$ cat config.mk
export PLATFORM = sky130hd
export DESIGN_NAME = branch_condition_unit
export DESIGN_NICKNAME = d
export VERILOG_FILES = /design/src/rtl/branch_pkg.sv /design/src/rtl/cond_evaluator.sv /design/src/rtl/branch_condition_unit.sv
export SDC_FILE = /design/constraint.sdc
export NUM_CORES = 1
export LEC_CHECK = 0
export BUFFER_PORTS_ARGS = -buffer_cell sky130_fd_sc_hd__buf_2
export CAP_MARGIN = 5
export CORE_MARGIN = 5
export CORE_UTILIZATION = 35
export DETAILED_ROUTE_END_ITERATION = 7
export HOLD_SLACK_MARGIN = 0.1
export PLACE_DENSITY = 0.53
export SLEW_MARGIN = 15
export SYNTH_ARGS = -nofsm -noshare
export SYNTH_HDL_FRONTEND = slang
export SYNTH_SLANG_ARGS = --single-unit
$ cat constraint.sdc
create_clock -name clock -period 3.9 [get_ports clock]
set_clock_uncertainty 0.05 [all_clocks]
set_input_delay 0.78 -clock clock [delete_from_list [all_inputs] [get_ports clock]]
set_output_delay 0.78 -clock clock [all_outputs]
set_load 0.01 [all_outputs]
$ cat src/rtl/branch_pkg.sv
// Shared definitions for the branch condition unit.
// Condition codes, FSM state encoding and statistics counter width.
package branch_pkg;

   localparam logic [3:0] COND_EQ = 4'h0;
   localparam logic [3:0] COND_NE = 4'h1;
   localparam logic [3:0] COND_CS = 4'h2;
   localparam logic [3:0] COND_CC = 4'h3;
   localparam logic [3:0] COND_MI = 4'h4;
   localparam logic [3:0] COND_PL = 4'h5;
   localparam logic [3:0] COND_VS = 4'h6;
   localparam logic [3:0] COND_VC = 4'h7;
   localparam logic [3:0] COND_HI = 4'h8;
   localparam logic [3:0] COND_LS = 4'h9;
   localparam logic [3:0] COND_GE = 4'hA;
   localparam logic [3:0] COND_LT = 4'hB;
   localparam logic [3:0] COND_GT = 4'hC;
   localparam logic [3:0] COND_LE = 4'hD;
   localparam logic [3:0] COND_AL = 4'hE;
   localparam logic [3:0] COND_NV = 4'hF;

   typedef enum logic [1:0] {
      ST_IDLE    = 2'd0,
      ST_WAIT    = 2'd1,
      ST_RESOLVE = 2'd2
   } state_t;

   localparam int STAT_WIDTH = 16;

endpackage

$ cat src/rtl/cond_evaluator.sv
// Combinational ARM condition-code check against N/Z/C/V.
// Kept standalone so predicated execution can reuse it.
module cond_evaluator
   import branch_pkg::*;
(
   input  logic [3:0] cond,
   input  logic       n,
   input  logic       z,
   input  logic       c,
   input  logic       v,
   output logic       pass
);

   // Decode the condition code into a pass/fail decision
   always_comb begin
      pass = 1'b0;
      unique case (cond)
         COND_EQ: pass = z;
         COND_NE: pass = !z;
         COND_CS: pass = c;
         COND_CC: pass = !c;
         COND_MI: pass = n;
         COND_PL: pass = !n;
         COND_VS: pass = v;
         COND_VC: pass = !v;
         COND_HI: pass = c && !z;
         COND_LS: pass = !c || z;
         COND_GE: pass = (n == v);
         COND_LT: pass = (n != v);
         COND_GT: pass = !z && (n == v);
         COND_LE: pass = z || (n != v);
         COND_AL: pass = 1'b1;
         COND_NV: pass = 1'b0;
      endcase
   end

endmodule

$ cat src/rtl/branch_condition_unit.sv
// Conditional branch resolver with flag-write interlock.
// Optional macro BRANCH_STATS_EN builds saturating taken/not-taken counters.
module branch_condition_unit
   import branch_pkg::*;
#(
   parameter int ADDR_WIDTH   = 32,
   parameter int OFFSET_WIDTH = 11,
   parameter int FLAG_LATENCY = 1
) (
   input  logic                    clock,
   input  logic                    reset,
   input  logic                    flush,
   input  logic                    flag_update_issued,
   input  logic                    negative_flag,
   input  logic                    zero_flag,
   input  logic                    carry_flag,
   input  logic                    overflow_flag,
   input  logic                    branch_valid,
   output logic                    branch_ready,
   input  logic [3:0]              branch_cond,
   input  logic [ADDR_WIDTH-1:0]   branch_pc,
   input  logic [OFFSET_WIDTH-1:0] branch_offset,
   output logic                    stall,
   output logic                    result_valid,
   output logic                    result_taken,
   output logic [ADDR_WIDTH-1:0]   result_target,
   output logic [STAT_WIDTH-1:0]   stat_taken,
   output logic [STAT_WIDTH-1:0]   stat_not_taken
);

   localparam logic [2:0] LAT = 3'(FLAG_LATENCY);

   state_t                  state;
   logic [2:0]              hazard_cnt;
   logic [3:0]              br_cond;
   logic [ADDR_WIDTH-1:0]   br_pc;
   logic [OFFSET_WIDTH-1:0] br_offset;
   logic [ADDR_WIDTH-1:0]   offset_ext;
   logic [ADDR_WIDTH-1:0]   offset_sh;
   logic [ADDR_WIDTH-1:0]   target_next;
   logic                    pass;
   logic                    accept;
   logic                    flags_clear;
   logic                    resolve_fire;

   assign accept       = branch_valid && branch_ready;
   assign flags_clear  = (hazard_cnt == 3'd0) && !flag_update_issued;
   assign resolve_fire = (state == ST_RESOLVE) && !flush;

   assign offset_ext = {{(ADDR_WIDTH-OFFSET_WIDTH){br_offset[OFFSET_WIDTH-1]}},
                        br_offset};
   assign offset_sh   = offset_ext << 1;
   assign target_next = br_pc + ADDR_WIDTH'(4) + offset_sh;

   cond_evaluator u_cond (
      .cond (br_cond),
      .n    (negative_flag),
      .z    (zero_flag),
      .c    (carry_flag),
      .v    (overflow_flag),
      .pass (pass)
   );

   // Cycles remaining until the last issued flag write is visible
   always_ff @(posedge clock or negedge reset) begin
      if (!reset) begin
         hazard_cnt <= 3'd0;
      end else if (flag_update_issued) begin
         hazard_cnt <= LAT;
      end else if (hazard_cnt != 3'd0) begin
         hazard_cnt <= hazard_cnt - 3'd1;
      end
   end

   // Branch FSM with registered handshake, stall and result outputs
   always_ff @(posedge clock or negedge reset) begin
      if (!reset) begin
         state         <= ST_IDLE;
         branch_ready  <= 1'b1;
         stall         <= 1'b0;
         result_valid  <= 1'b0;
         result_taken  <= 1'b0;
         result_target <= '0;
         br_cond       <= 4'd0;
         br_pc         <= '0;
         br_offset     <= '0;
      end else begin
         result_valid <= 1'b0;
         unique case (state)
            ST_IDLE: begin
               if (accept && !flush) begin
                  br_cond      <= branch_cond;
                  br_pc        <= branch_pc;
                  br_offset    <= branch_offset;
                  branch_ready <= 1'b0;
                  if (flags_clear) begin
                     state <= ST_RESOLVE;
                  end else begin
                     state <= ST_WAIT;
                     stall <= 1'b1;
                  end
               end
            end
            ST_WAIT: begin
               if (flush) begin
                  state        <= ST_IDLE;
                  branch_ready <= 1'b1;
                  stall        <= 1'b0;
               end else if (flags_clear) begin
                  state <= ST_RESOLVE;
                  stall <= 1'b0;
               end
            end
            ST_RESOLVE: begin
               state        <= ST_IDLE;
               branch_ready <= 1'b1;
               if (!flush) begin
                  result_valid  <= 1'b1;
                  result_taken  <= pass;
                  result_target <= target_next;
               end
            end
            default: begin
               state        <= ST_IDLE;
               branch_ready <= 1'b1;
               stall        <= 1'b0;
            end
         endcase
      end
   end

`ifdef BRANCH_STATS_EN
   logic [STAT_WIDTH-1:0] taken_count;
   logic [STAT_WIDTH-1:0] not_taken_count;

   // Saturating decision counters, stepped as each result is issued
   always_ff @(posedge clock or negedge reset) begin
      if (!reset) begin
         taken_count     <= '0;
         not_taken_count <= '0;
      end else if (resolve_fire) begin
         if (pass) begin
            if (taken_count != '1) taken_count <= taken_count + 1'b1;
         end else begin
            if (not_taken_count != '1) not_taken_count <= not_taken_count + 1'b1;
         end
      end
   end

   assign stat_taken     = taken_count;
   assign stat_not_taken = not_taken_count;
`else
   logic unused_fire;
   assign unused_fire    = resolve_fire;
   assign stat_taken     = '0;
   assign stat_not_taken = '0;
`endif

endmodule
# Word-level counts from Yosys, hierarchy flattened
# Index checks and enable logic that the tools add are counted.
dict set report totals {
  reg_bits 88
  latchBits 0
  ram_bits 0
  mem_bits_ro 0
  input_bits 56
  out_inout_bits 68
  word_cells 79
  n_memories 0
}
dict set report op_classes {
  add_sub_neg 3
  multipliers 0
  div_mod_pow 0
  magnitude_cmp 0
  n_eq_ne 23
  n_shift 0
  muxes 18
  bitwise_logic 2
  reduce_logical 23
}
# cell n
set ops {}
lappend ops {{32-bit by 3-bit adder with 32-bit output (second input constant)} 1}
lappend ops {{32-bit adder} 1}
lappend ops {{4-bit equality test (second input constant)} 8}
lappend ops {{4-bit by 3-bit equality test with 1-bit output (second input constant)} 4}
lappend ops {{1-bit one-hot mux with 16 select lines} 1}
lappend ops {{4-bit by 2-bit equality test with 1-bit output (second input constant)} 2}
lappend ops {{1-bit 2-to-1 mux} 8}
lappend ops {{2-bit 2-to-1 mux} 4}
lappend ops {{2-bit AND reduction} 4}
lappend ops {{1-bit logical NOT} 6}
lappend ops {{3-bit 2-to-1 mux} 2}
lappend ops {{2-bit != test (second input constant)} 3}
lappend ops {{1-bit logical AND} 5}
lappend ops {{4-bit by 1-bit equality test with 1-bit output (second input constant)} 1}
lappend ops {{4-bit logical NOT} 1}
lappend ops {{2-bit one-hot mux with 2 select lines} 1}
lappend ops {{4-bit AND reduction} 1}
lappend ops {{3-bit logical NOT} 1}
lappend ops {{3-bit != test (second input constant)} 1}
lappend ops {{1-bit one-hot mux with 3 select lines} 1}
lappend ops {{3-bit nonzero test} 1}
lappend ops {{3-bit by 1-bit subtractor with 3-bit output (second input constant)} 1}
lappend ops {{2-bit by 1-bit equality test with 1-bit output (second input constant)} 1}
lappend ops {{2-bit equality test (second input constant)} 1}
lappend ops {{7 further kinds} 9}

# Depth between registers and ports, before layout
# Gate-level depths: netlist of run 1.
dict set report depth {
  depth_word 5
  depth_mapped 13
  ltp_nobuf 13
}

# Modules after synthesis
# From an unflattened synthesis of run 1, not the netlist that was laid out.
dict set report hier_totals {
  cells_unflattened 575
  hier_area_um2 5721.7
}
# mod instances cells_per_inst area_per_inst_um2 seq_area_each_um2
set modules_own_cells {}
lappend modules_own_cells {branch_condition_unit 1 552 5566.6 2203.4}
lappend modules_own_cells {cond_evaluator 1 23 155.1 0.0}

# Least setup slack after synthesis of run 1
# Ideal clock, no wire load.
dict set report synth_timing {
  path_kind {register to register}
  startpoint {register br_offset[10]}
  endpoint {register result_target[23]}
  setup_time_ns 0.123
  t_arrival_ns 2.650
  required_ns 3.727
  path_slack_ns 1.077
  stages_incl_launch_ff 10
  n_path_buf 1
  synth_period_minus_slack_ns 2.823
  path_cell_list {dfrtp_1 -> ha_1 -> ha_1 -> buf_2 -> a21oi_1 -> o21ai_1 -> or4b_1 -> a21oi_2 -> xor2_1 -> o21ai_1}
}
dict set report synth_between {
  elab_chain_len 1
}
# element line_no
set synth_lines {}
lappend synth_lines {{from (decl)} branch_condition_unit.sv:37} ;# logic [OFFSET_WIDTH-1:0] br_offset;
lappend synth_lines {{from (signal assigned)} branch_condition_unit.sv:94} ;# br_offset <= branch_offset;
lappend synth_lines {{32-bit adder} branch_condition_unit.sv:53} ;# assign target_next = br_pc + ADDR_WIDTH'(4) + offset_sh;
lappend synth_lines {{to (signal assigned)} branch_condition_unit.sv:120} ;# result_target <= target_next;
lappend synth_lines {{to (decl)} branch_condition_unit.sv:26} ;# output logic [ADDR_WIDTH-1:0] result_target,
# Every way passes these cells.
# A chain may end at the register's enable or synchronous reset.

# Final worst setup path of run 1
dict set report layout_timing {
  startpoint {register br_offset[10]}
  endpoint {register result_target[30]}
}
# Same word-level chain as after synthesis.

==> results of run 1 <==
critical path, delay by kind of cell, from the launching register on:
| family | cells | cell delay (ps) |
|---|---|---|
| and+or+nand+nor | 3 | 930 |
| AOI/OAI and AO/OA | 3 | 400 |
| adders and majority gates | 2 | 810 |
| DFF | 1 | 840 |
| xor gates and xnor gates | 1 | 190 |
flip-flops by register name, indices dropped and copies added (netlist names):
name and cells:
result_taken 1, state 2, result_target 32, stall 1
result_valid 1, br_cond 4, br_pc 32, branch_ready 1
hazard_cnt 3, br_offset 11
layout make-up:
class | count | area share (%)
sequential | 88 | 33.74
tap | 216 | 4.138
clock inverter | 5 | 0.5939
timing repair buffer | 97 | 7.701
multi-input combinational | 441 | 49.08
clock buffer | 11 | 3.716
inverter | 18 | 1.034
cell usage after synthesis, drive strengths merged, types with 2 or more instances:
library cell | number | share of area (%)
o21ai | 43 | 3.9
nand4 | 7 | 0.88
a211oi | 5 | 0.66
nand3 | 6 | 0.53
or2 | 3 | 0.33
and2 | 6 | 0.71
nor3b | 2 | 0.26
buf | 36 | 4.6
nor2b | 4 | 0.44
inv | 18 | 1.2
o21bai | 7 | 0.93
o21a | 7 | 0.95
o211ai | 3 | 0.40
a21o | 10 | 1.3
o311ai | 2 | 0.31
o221ai | 2 | 0.31
a31oi | 5 | 0.55
and4 | 2 | 0.35
xnor2 | 11 | 1.7
a21oi | 36 | 3.2
or2b | 2 | 0.26
and3 | 2 | 0.22
dfrtp | 87 | 38
xor2 | 15 | 2.3
nand2b | 3 | 0.33
clkbuf | 12 | 0.82
mux2i | 4 | 0.71
nor2 | 28 | 1.9
nor3 | 6 | 0.53
nor4 | 3 | 0.33
ha | 61 | 13
mux2 | 45 | 8.9
nand2 | 60 | 4.0
final timing paths:
kind / depth (start not counted) / slack, ps / from / to
max reg2reg: 9 / 520 / br_offset[10] / result_target[30]
min reg2reg: 2 / 420 / result_target[0] / result_target[0]
min in group clock: 2 / 420 / result_target[0] / result_target[0]
max in group asynchronous: 2 / 2670 / reset / branch_ready
max: 9 / 520 / br_offset[10] / result_target[30]
min: 1 / 360 / reset / br_offset[2]
power by group through the flow:
stage                     combinational, uW  clock [uW]  sequential, uW
after global routing                    145         895             928
final                                   124         828             928
after CTS                               127         863             927
after detailed placement                127           0             945
after global placement                  118           0             945
after floorplan                        89.5           0             945
per-layer routing:
metal / up-vias / GRT usage, %
met1: 1999 / 19.03
met5: - / 0
met3: 13 / 3.506
met2: 116 / 23.95
li1: 2134 / -
met4: 0 / 4.656
cell families after synthesis:
| kind of cell | Yosys count | share of synthesized area (%) |
|---|---|---|
| AO/OA/AOI/OAI | 134 | 14.92 |
| XOR/XNOR | 26 | 4.011 |
| adder cells (fa/ha/maj) | 62 | 13.80 |
| buffers and inverters | 68 | 6.943 |
| flip-flops | 88 | 38.81 |
| multiplexers | 50 | 10.03 |
| other | 1 | 0.06606 |
| AND/OR/NAND/NOR | 137 | 11.42 |
metrics by stage:
stage / total power, uW / setup slack, ps / hold WS [ps] / util [%]
3_3_place_gp: 1063 / 647.1 / 401.4 / 39.34
3_5_place_dp: 1072 / 549.5 / 403.2 / 39.34
2_1_floorplan: 1034 / 1077 / 384.8 / -
4_1_cts: 1918 / 506.1 / 370.2 / 41.12
6_report: 1880 / 521.7 / 360.3 / 41.12
5_1_grt: 1968 / 201.9 / 402.1 / 41.12
==> results.py, run 1 <==
metrics = {
    "drt": {
        "vias_per_cell": 4.865,
        "routed_wl_microns": 13110,
        "drc": 0,
        "met3WireLength_microns": 723,
        "antenna_left": 0,
        "vias": 4262,
        "wire_per_inst_microns": 14.97,
        "m1WireLength_microns": 6008,
        "first_pass_iters": 4,
        "routed.top_layer": "met4",
        "wl_met2_microns": 6155,
        "drt_iter0_drc": 217,
    },
    "floorplan": {
        "die-area_sq_um": 18870,
        "die_w_microns": 137.4,
        "rows": 46,
        "pin_count": 124,
        "core-area_sq_um": 15890,
        "fp.dieH_microns": 137.4,
        "start_util_pct": 35.74,
    },
    "critical_path": {
        "worst_path_largest_cell_delay_ps": 840,
        "cp-start-kind": "flop",
        "cpMostUsedCell": "ha_1",
        "end_kind": "flop",
        "critical_path_class": "flop to flop",
        "cp.arrival_ps": 3530,
        "critical_path_required_ps": 4050,
        "cp_slowest_cell": "dfrtp_1",
        "crit_path_max_fanout": 19,
        "worstPathCellList": "ha_1 > ha_1 > nand2_1 > nor4_1 > o211ai_1 > nand3_1 > a31oi_1 > xor2_1 > o21ai_0",
    },
    "power": {
        "p_int_uw": 1426,
        "powerDensity_nw_per_um2": 287.8,
        "power_frac_comb_pct": 6.6,
        "seqPwrFrac_pct": 49.4,
        "p_leak_uw": 0.003481,
        "pwr-share-clk_pct": 44.1,
        "peakVddDrop_v": 0.0001908,
        "switching_share_pct": 24.17,
        "netSwitchingPower_uw": 454.4,
    },
    "sta": {
        "fin_crit_sh_pct": 86.62,
        "rsz0062_at_grt": "false",
        "tightest_slew_ps": 760.5,
        "fmax_mhz": 296.0,
        "slew_headroom_pct": 49.30,
        "fin_crit_ps": 3378,
        "maxSlewViolCount": 0,
        "finalSetupViolations": 0,
        "final_hold_viol_count": 0,
        "fin_tns_setup_ps": 0,
    },
    "synthesis": {
        "synth_cell_types": 66,
        "seq_area_frac_synth_pct": 38.81,
        "syn_inst": 566,
        "yosys_warnings": 0,
        "synthFlopType": "dfrtp_1",
        "syn_area_sq_um": 5677,
        "ys_ff_latch": 88,
        "async_flop_share_pct": 100.0,
        "synth-edff-count": 0,
        "syn_area_per_cell_sq_um": 10.03,
    },
    "global_routing": {
        "grt_pass1_vias": 4474,
        "grt_usage_pct": 14.60,
        "antenna_found_initial": 0,
        "overflow": 0,
        "grt_pass1_wl_microns": 21880,
        "grt_max_degree": 70,
    },
    "finish": {
        "final_cells": 876,
        "num_antenna_cells": 0,
        "final_nets": 773,
        "final_area_sq_um": 6531,
        "multi_input_area_sq_um": 3206,
        "seqCellArea_sq_um": 2203,
        "fillers": 1575,
        "layout_commonest_cell": "buf_2",
        "drive_above_1_share_pct": 26.67,
        "syn_to_final_growth_pct": 15.05,
        "layout_common_cells": "90 x buf_2, 87 x dfrtp_1, 61 x ha_1",
    },
    "clock_network": {
        "clk_latency_ps": 350,
        "clkTransAtPathRegs_ps": 70,
        "cts_setup_buffers": 0,
        "htreeDepth": 3,
        "cts_sinks": 88,
        "cts_buffer_depth": 2,
        "hold_buffers": 0,
        "cts_tree": "yes",
        "cts_resized": 0,
        "cts-root-buf": "clkbuf_16",
        "numCtsBuffers": 9,
    },
    "place": {
        "dp_hpwl_microns": 10250,
        "place_area_sq_um": 6250,
        "gp_congestion": 0.8231,
        "io_buffers": 91,
        "numPlacedInstances": 860,
    },
    "worst_hold_path": {
        "hp-class": "input pin to async pin",
    },
    "flow_run": {
        "cap_violations": 0,
    },
    "run_status": {
        "status": "completed",
    },
}
No activity file was read; power rests on OpenSTA's default activity.
==> run 2: changes to the inputs <==
--- a/config.mk
+++ b/config.mk
@@ -5,6 +5,7 @@
 export SDC_FILE = /design/constraint.sdc
 export NUM_CORES = 1
 export LEC_CHECK = 0
+export ABC_AREA = 1
 export BUFFER_PORTS_ARGS = -buffer_cell sky130_fd_sc_hd__buf_2
 export CAP_MARGIN = 5
 export CORE_MARGIN = 5
@@ -12,6 +13,7 @@
 export DETAILED_ROUTE_END_ITERATION = 7
 export HOLD_SLACK_MARGIN = 0.1
 export PLACE_DENSITY = 0.53
+export RECOVER_POWER = 100
 export SLEW_MARGIN = 15
 export SYNTH_ARGS = -nofsm -noshare
 export SYNTH_HDL_FRONTEND = slang
==> run 2 against run 1 <==
Effect of this change: the flow now finishes with violations (capacitance limit, slew limit); sequential power increased by 77%; non-clock buffer count decreased by 2; sequential share of layout area decreased by 3.1 points; maximum frequency increased by 12%; hold slack improved by 67 ps; clock power increased by 1%; critical path type unchanged; synthesized cell count increased by 47%; highest routed layer is now met5; via count increased by 21%; worst setup slack improved by 360 ps; die area increased by 15%; synthesized area increased by 16%.
==> results.py, run 2 <==
metrics = {
    "sta": {
        "fin_tns_setup_ps": 0,
        "maxSlewViolCount": 47,
        "fin_crit_sh_pct": 77.44,
        "finalSetupViolations": 0,
        "slew_headroom_pct": -38.08,
        "tightest_slew_ps": 2071,
        "final_hold_viol_count": 0,
        "rsz0062_at_grt": "false",
        "fmax_mhz": 331.1,
        "fin_crit_ps": 3020,
    },
    "power": {
        "seqPwrFrac_pct": 23.4,
        "pwr-share-clk_pct": 11.9,
        "p_int_uw": 3493,
        "switching_share_pct": 50.36,
        "powerDensity_nw_per_um2": 978.5,
        "power_frac_comb_pct": 64.7,
        "netSwitchingPower_uw": 3543,
        "peakVddDrop_v": 0.0003861,
        "p_leak_uw": 0.003970,
    },
    "finish": {
        "final_area_sq_um": 7189,
        "top_regs": "br_pc x32, result_target x32, br_offset x11",
        "layout_common_cells": "270 x nand2_1, 116 x inv_1, 87 x dfrtp_1",
        "syn_to_final_growth_pct": 9.053,
        "final_nets": 1042,
        "num_antenna_cells": 0,
        "drive_above_1_share_pct": 11.10,
        "fin_util_pct": 38.56,
        "seqCellArea_sq_um": 2203,
        "fillers": 2037,
        "layout_commonest_cell": "nand2_1",
        "multi_input_area_sq_um": 3523,
    },
    "synthesis": {
        "syn_inst": 831,
        "ys_ff_latch": 88,
        "syn_area_sq_um": 6593,
        "synth_common_cells": "264 x nand2_1, 116 x inv_1, 87 x dfrtp_1",
        "synth-edff-count": 0,
        "synth_area_leaders": "dfrtp_1 33%, nand2_1 15%, ha_1 12%",
        "yosysMostFrequentCell": "nand2_1",
        "synth_cell_types": 43,
        "async_flop_share_pct": 100.0,
        "syn_area_per_cell_sq_um": 7.933,
        "yosys_warnings": 0,
        "synthFlopType": "dfrtp_1",
        "synth_top_area_share_pct": 33.02,
        "synth_top_area_cell": "dfrtp_1",
        "seq_area_frac_synth_pct": 33.42,
    },
    "clock_network": {
        "cts-root-buf": "clkbuf_16",
        "clkTransAtPathRegs_ps": 70,
        "cts_setup_buffers": 0,
        "cts_resized": 0,
        "cts_tree": "yes",
        "numCtsBuffers": 9,
        "htreeDepth": 3,
        "cts_sinks": 88,
        "clk_latency_ps": 360,
        "hold_buffers": 0,
        "cts_buffer_depth": 2,
    },
    "critical_path": {
        "cp_slowest_cell": "dfrtp_1",
        "endpoint": "result_target[20]",
        "critical_path_required_ps": 4090,
        "end_kind": "flop",
        "r2r_setup_slack_ps": 880,
        "crit_path_max_fanout": 22,
        "worstSetupStartpoint": "br_offset[10]",
        "cp-start-kind": "flop",
        "path_delay_family": "simple AND/OR/NAND/NOR gates",
        "worstReg2RegEnd": "result_target[20]",
        "worstPathCellList": "ha_1 > ha_1 > nand2_1 > nand2_1 > a21oi_1 > nand3_1 > nand3_1 > nand3b_1 > nand3_1 > nand2_1",
        "cp.depth": 10,
        "ff2ff_path_depth": 10,
        "worstReg2RegStart": "br_offset[10]",
        "worst_path_largest_cell_delay_ps": 880,
        "crit_buf_inv": 0,
        "cp.arrival_ps": 3210,
        "critical_path_class": "flop to flop",
    },
    "run_status": {
        "violations": "capacitance limit, slew limit",
        "status": "finished with violations",
    },
    "floorplan": {
        "core-area_sq_um": 18640,
        "die_w_microns": 147.2,
        "die-area_sq_um": 21680,
        "fp.dieH_microns": 147.2,
        "pin_count": 124,
        "start_util_pct": 35.36,
        "rows": 50,
    },
    "drt": {
        "first_pass_iters": 4,
        "drt_iter0_drc": 239,
        "wire_per_inst_microns": 13.69,
        "vias_per_cell": 4.455,
        "drc": 0,
        "antenna_left": 0,
        "vias": 5177,
        "routed_wl_microns": 15910,
    },
    "global_routing": {
        "antenna_found_initial": 1,
        "grt_max_degree": 47,
        "grt_usage_pct": 15.18,
        "overflow": 0,
        "grt_pass1_vias": 5208,
        "grt_pass1_wl_microns": 26360,
    },
    "place": {
        "gp_congestion": 0.9030,
        "dp_hpwl_microns": 12650,
        "place_area_sq_um": 7172,
        "io_buffers": 91,
    },
    "flow_run": {
        "cap_violations": 2,
    },
    "worst_hold_path": {
        "hp-class": "flop to flop",
    },
}
## run 2: cell count changes in the layout (fill, tap and decap cells not counted), sizes merged, moves of 5 or more
cell | before | now
clkbuf | 11 | 49
a31oi | 5 | 0
nand2 | 60 | 277
a21o | 10 | 0
o21ai | 43 | 25
and2 | 6 | 1
nand3 | 6 | 45
buf | 97 | 57
xor2 | 15 | 3
nor2 | 28 | 59
o21a | 7 | 0
inv | 20 | 119
## run 2: worst min-delay path by stage
| stage | startpoint | endpoint | slack (ps) | cells after the start |
|---|---|---|---|---|
| 2_1_floorplan | hazard_cnt[0] | hazard_cnt[0] | 400 | 1 |
| 3_3_place_gp | result_target[21] | result_target[21] | 410 | 2 |
| 3_5_place_dp | result_target[26] | result_target[26] | 410 | 2 |
| 4_1_cts | reset | result_target[14] | 240 | 1 |
| 5_1_grt | result_target[2] | result_target[2] | 450 | 2 |
| 6_report | hazard_cnt[0] | hazard_cnt[0] | 430 | 1 |
## run 2: per-stage QoR
| stage | total power [uW] | setup WS (ps) | instances | hold WS [ps] |
|---|---|---|---|---|
| after CTS | 7455 | 1026 | 1162 | 243.8 |
| final | 7035 | 879.7 | 1162 | 427.6 |
| after detailed placement | 6569 | 1049 | 1147 | 412.4 |
| after floorplan | 5356 | 1569 | 862 | 396.6 |
| after global placement | 6558 | 1055 | 1147 | 410.1 |
| after global routing | 7852 | 574.5 | 1162 | 452.4 |
## run 2: power by group through the flow
stage                     sequential, uW  combinational, uW  clock [uW]
after floorplan                     1660               3690           0
after global placement              1680               4880           0
after detailed placement            1670               4900           0
after CTS                           1660               4920         868
after global routing                1710               5240         907
final                               1640               4550         837
## run 2: logic make-up (layout without fill, tap and decap cells)
group                    after synthesis  count (layout)  synth area share, %
XOR/XNOR                              12              12                1.594
other                                  1              32              0.05688
buffers and inverters                162             228                11.73
AND/OR/NAND/NOR                      397             397                25.93
adder cells (fa/ha/maj)               62              62                11.88
multiplexers                          41              41                9.053
AO/OA/AOI/OAI                         68              68                6.339
flip-flops                            88              88                33.42
## run 2: metal layers
layer / up-vias / track usage (%) / wire (microns)
li1: 2759 / - / -
met4: 2 / 3.588 / 129
met2: 108 / 23.99 / 7181
met3: 10 / 4.349 / 925
met5: - / 0 / 11
met1: 2298 / 20.62 / 7665
## run 2: layout make-up
| type | instances | share of cell area [%] |
|---|---|---|
| Tap cell | 234 | 4.072 |
| Timing Repair Buffer | 95 | 6.213 |
| Multi-Input combinational cell | 612 | 49.01 |
| Clock inverter | 4 | 0.3829 |
| Clock buffer | 11 | 3.515 |
| Sequential cell | 88 | 30.65 |
| Inverter | 118 | 6.161 |
